===== src/rtl/countdown_timer_tc.sv =====
// Programmable down-counting timer driven by an upstream terminal-count tick.
// Optional build macro COUNTDOWN_AUTO_RELOAD_EN: periodic reload of P on expiry instead of stopping.
module countdown_timer_tc #(
   parameter int WIDTH = 24
) (
   input  logic             CLK,
   input  logic             RST,
   input  logic             CLK_ENA,
   input  logic             LOADn,
   input  logic [WIDTH-1:0] P,
   input  logic             START,
   input  logic             STOP,
   output logic [WIDTH-1:0] Q,
   output logic             TC,
   output logic             DONE,
   output logic             BUSY,
   output logic [1:0]       STATE
);

   typedef enum logic [1:0] {
      IDLE    = 2'b00,
      RUN     = 2'b01,
      PAUSE   = 2'b10,
      EXPIRED = 2'b11
   } state_t;

   localparam logic [WIDTH-1:0] ONE  = WIDTH'(1);
   localparam logic [WIDTH-1:0] ZERO = '0;

   state_t           state_reg, state_next;
   logic [WIDTH-1:0] q_reg, q_next;
   logic             done_reg, done_next;

   always_ff @(posedge CLK or posedge RST) begin
      if (RST) begin
         state_reg <= IDLE;
         q_reg     <= ZERO;
         done_reg  <= 1'b0;
      end else begin
         state_reg <= state_next;
         q_reg     <= q_next;
         done_reg  <= done_next;
      end
   end

   always_comb begin
      state_next = state_reg;
      q_next     = q_reg;
      done_next  = 1'b0;
      if (!LOADn) begin
         q_next     = P;
         state_next = IDLE;
      end else begin
         case (state_reg)
            IDLE: begin
               // STOP outranks START, so a simultaneous press never starts the count
               if (!STOP && START && (q_reg != ZERO))
                  state_next = RUN;
            end
            RUN: begin
               if (STOP) begin
                  state_next = PAUSE;
               end else if (CLK_ENA) begin
                  if (q_reg > ONE) begin
                     q_next = q_reg - ONE;
                  end else if (q_reg == ONE) begin
                     done_next = 1'b1;
`ifdef COUNTDOWN_AUTO_RELOAD_EN
                     q_next = P;
                     if (P == ZERO)
                        state_next = EXPIRED;
`else
                     q_next     = ZERO;
                     state_next = EXPIRED;
`endif
                  end else begin
                     // Q==0 while running cannot arise normally; park safely
                     state_next = EXPIRED;
                  end
               end
            end
            PAUSE: begin
               if (START && !STOP)
                  state_next = RUN;
            end
            EXPIRED: begin
               q_next = ZERO;
            end
            default: begin
               state_next = IDLE;
            end
         endcase
      end
   end

   assign TC    = (state_reg == RUN) && (q_reg == ONE) && CLK_ENA && LOADn && !STOP;
   assign Q     = q_reg;
   assign DONE  = done_reg;
   assign STATE = state_reg;
   assign BUSY  = (state_reg == RUN) || (state_reg == PAUSE);

endmodule


===== config.mk =====
export PLATFORM = sky130hd
export DESIGN_NAME = countdown_timer_tc
export DESIGN_NICKNAME = d
export VERILOG_FILES = /design/src/rtl/countdown_timer_tc.sv
export SDC_FILE = /design/constraint.sdc
export NUM_CORES = 1
export LEC_CHECK = 0
export BUFFER_PORTS_ARGS = -buffer_cell sky130_fd_sc_hd__clkbuf_2
export CAP_MARGIN = 10
export CORE_MARGIN = 4
export CORE_UTILIZATION = 25
export DETAILED_ROUTE_END_ITERATION = 10
export PLACE_DENSITY = 0.41
export SETUP_SLACK_MARGIN = 0.05
export SYNTH_ARGS = -nofsm -noshare
export SYNTH_HDL_FRONTEND = slang
export SYNTH_SLANG_ARGS = --single-unit

===== constraint.sdc =====
create_clock -name CLK -period 3.74 [get_ports CLK]
set_clock_uncertainty 0.2 [all_clocks]
set_input_delay 0.748 -clock CLK [delete_from_list [all_inputs] [get_ports CLK]]
set_output_delay 0.748 -clock CLK [all_outputs]
set_load 0.02 [all_outputs]

==> flow_summary_export.csv <==
group,metric,value,unit
status,status,"complete, no violations",
synth,yosysWarnings,0,
clock_tree,post_cts_buffers,0,
timing,hold_viol,0,
setup_path,startpoint,"Q[16]",
synth,ys_ff_latch,27,
floorplan,die_h,93.9,um
pwr,ir_drop,0.196,mV
layout,final_util,31.8,%
placed_design,io_buffers,58,
timing,rsz0062_at_grt,"false",
floorplan,io_pins,59,
clock_tree,clk_latency,0.28,ns
timing,tightest_slew,0.682,ns
placed_design,dp_hpwl,4700,um
setup_path,crit_path_start_kind,"flop",
setup_path,crit_family,"simple AND/OR/NAND/NOR gates",
detailed_routing,ant_nets,0,
timing,max_clock_freq,300,MHz
clock_tree,numClockSinks,27,
layout,syn2layout_area_growth,24.6,%
floorplan,start_util,25.5,%
layout,seq_area,676,um^2
layout,multiInputGateArea,1070,um^2
timing,holdWs,0.302,ns
layout,diodes,0,
synth,ys.flop_type,"dfrtp_1",
timing,fin_tns_setup,0,ns
pwr,p_per_area,584,nW/um^2
layout,fillers,800,
setup_path,crit_top_cell,"and4_1",
pwr,power.total,1.34,mW
clock_tree,ctsHoldBuffers,0,
grt,grt_max_degree,28,
layout,stdcell_area,2300,um^2
synth,synthesis.area,1840,um^2
floorplan,rows,31,
setup_path,timing.rr.start,"Q[16]",
placed_design,gp_congestion,0.758,
floorplan,core_area,7210,um^2
setup_path,cp.arrival,2.39,ns
floorplan,dieWidth,93.9,um
timing,finalWorstPathRequiredPeriod,3.33,ns
detailed_routing,via_per_inst,4.98,
pwr,p_leak,0.998,nW
synth,synth_cell_types,43,
layout,final_cells,379,
detailed_routing,drc_errors,0,
setup_path,path_buf_inv,1,
setup_path,worst_ep_required_time,2.79,ns
synth,synth_fp_nets,258,
detailed_routing,drt_iter0_markers,117,
clock_tree,path_clk_slew,0.10,ns
floorplan,die_area,8810,um^2
timing,slew_headroom,54.1,%
synth,avgSynthCellArea,8.34,um^2
detailed_routing,routed_wl,6130,um
layout,final_nets,318,
placed_design,pre_cts_slack,0.712,ns
setup_path,r2r.worst_path.cells,6,
flow_run,cap_violations,0,
timing,setup_ws,0.406,ns
placed_design,place_area,2250,um^2
setup_path,endpoint_kind,"output port",
grt,gr-total-overflow,0,
synth,synth_edf_count,0,
clock_tree,cts_made_buffers,3,
detailed_routing,drt_pre_antenna_iters,4,
clock_tree,cts.repair.resized,0,
timing,setup_viol,0,
layout,drive_gt1_share,27.1,%
setup_path,rrSetupSlack,0.84,ns
grt,antenna_found_initial,0,
grt,grtUsageTotal,14.7,%
detailed_routing,wl_per_cell,16.2,um
clock_tree,htreeDepth,1,
setup_path,critPathMaxStageDelay,0.57,ns
synth,yosysSeqAreaShare,36.7,%
clock_tree,cts_root_buf,"clkbuf_8",
setup_path,cp_cell_sequence,"or4_4, nor4b_4, and4_1, and4_1, clkbuf_2",
setup_path,critPathSlowestCell,"or4_4",
clock_tree,clk_path_buf_depth,2,
clock_tree,tritoncts,"built",
synth,synthCells,221,
placed_design,placed_cells,375,
setup_path,crit_type,"flop to output port",
detailed_routing,vias,1888,
hold_path,hp-class,"input port to asynchronous set/reset pin",
grt,grt_pass1_wl,10300,um
grt,grt_pass1_vias,1935,
timing,period_share,89.1,%
synth,synthArstFlopShare,100,%
setup_path,cp_max_fo,7,
timing,drv_slew,0,
setup_path,timing.rr.end,"Q[15]",
## where the power goes
| part | leakage, nW | switching, mW | total [mW] | internal (mW) |
|---|---|---|---|---|
| registers | 0.326 | 0.132 | 0.511 | 0.379 |
| logic | 0.646 | 0.414 | 0.652 | 0.238 |
| clock network | 0.0255 | 0.104 | 0.179 | 0.0750 |
## logic make-up after synthesis
kind of cell	after synthesis	synth area share, %
AOI/OAI and AO/OA	74	26.3
adders and majority gates	7	4.75
buffers and inverters	22	5.43
DFF	27	36.7
and+or+nand+nor	91	26.9
## layer usage
| metal | vias up | share of wire, % | GRT usage, % | wire length, um |
|---|---|---|---|---|
| li1 | 946 | - | - | - |
| met1 | 887 | 50 | 21.7 | 3070 |
| met2 | 51 | 45 | 22.8 | 2760 |
| met3 | 4 | 3.9 | 1.68 | 238 |
| met4 | 0 | 1.1 | 3.49 | 67 |
| met5 | - | 0 | 0 | 0 |
## Yosys cell counts (all sizes together) (4+ instances only)
master,instances,share of area [%]
ha,7,4.8
dfrtp,27,37
a221o,4,2.2
clkbuf,5,1.0
a22oi,4,1.6
inv,13,2.6
nor3,11,3.0
o221ai,4,1.9
nand2,14,2.9
buf,4,1.8
o21ai,32,8.7
nor2,24,4.9
nand3,6,1.6
nor4,8,2.7
a21oi,12,3.3
or3,4,1.4
## placed cells by master (no fill, tap or decap), types with 2 or more instances in the layout
cell type  instances
a21oi_1           12
a221o_1            4
a22o_1             2
a22oi_1            4
a31o_2             2
and2_1             3
and4_1             3
buf_4              6
clkbuf_2          58
clkbuf_8           3
dfrtp_1           27
ha_1               7
inv_1             13
nand2_1           14
nand2b_1           3
nand3_1            6
nand3b_1           3
nor2_1            24
nor2b_1            2
nor3_1            11
nor3b_1            2
nor4_1             8
nor4b_1            2
o21ai_0           29
o21ai_1            3
o221ai_1           4
o2bb2ai_1          3
o311ai_0           2
or2_2              2
or3_1              4
## sequential cells by signal (all words and copies together), names as in the netlist
register,flops
Q,24
STATE,2
DONE,1
## final cells by class
cell class | instances | share of cell area (%)
multi-input cells | 172 | 46.5
flip-flops and latches | 27 | 29.4
repair buffers | 64 | 14.6
well taps | 99 | 5.39
inverters | 13 | 2.12
clock buffers | 3 | 1.80
clock inverters | 1 | 0.218
## worst max path at each step
stage | end | depth (start not counted)
final | TC | 5
after global placement | TC | 5
after CTS | TC | 5
after detailed placement | TC | 5
after floorplan | TC | 4
after global routing | TC | 5
## worst min-delay path, cell delays in order
cell	delay [ns]
clkbuf_2	0.08
inv_1	0.04
buf_4	0.34
Power figures use the tool's default switching activity.
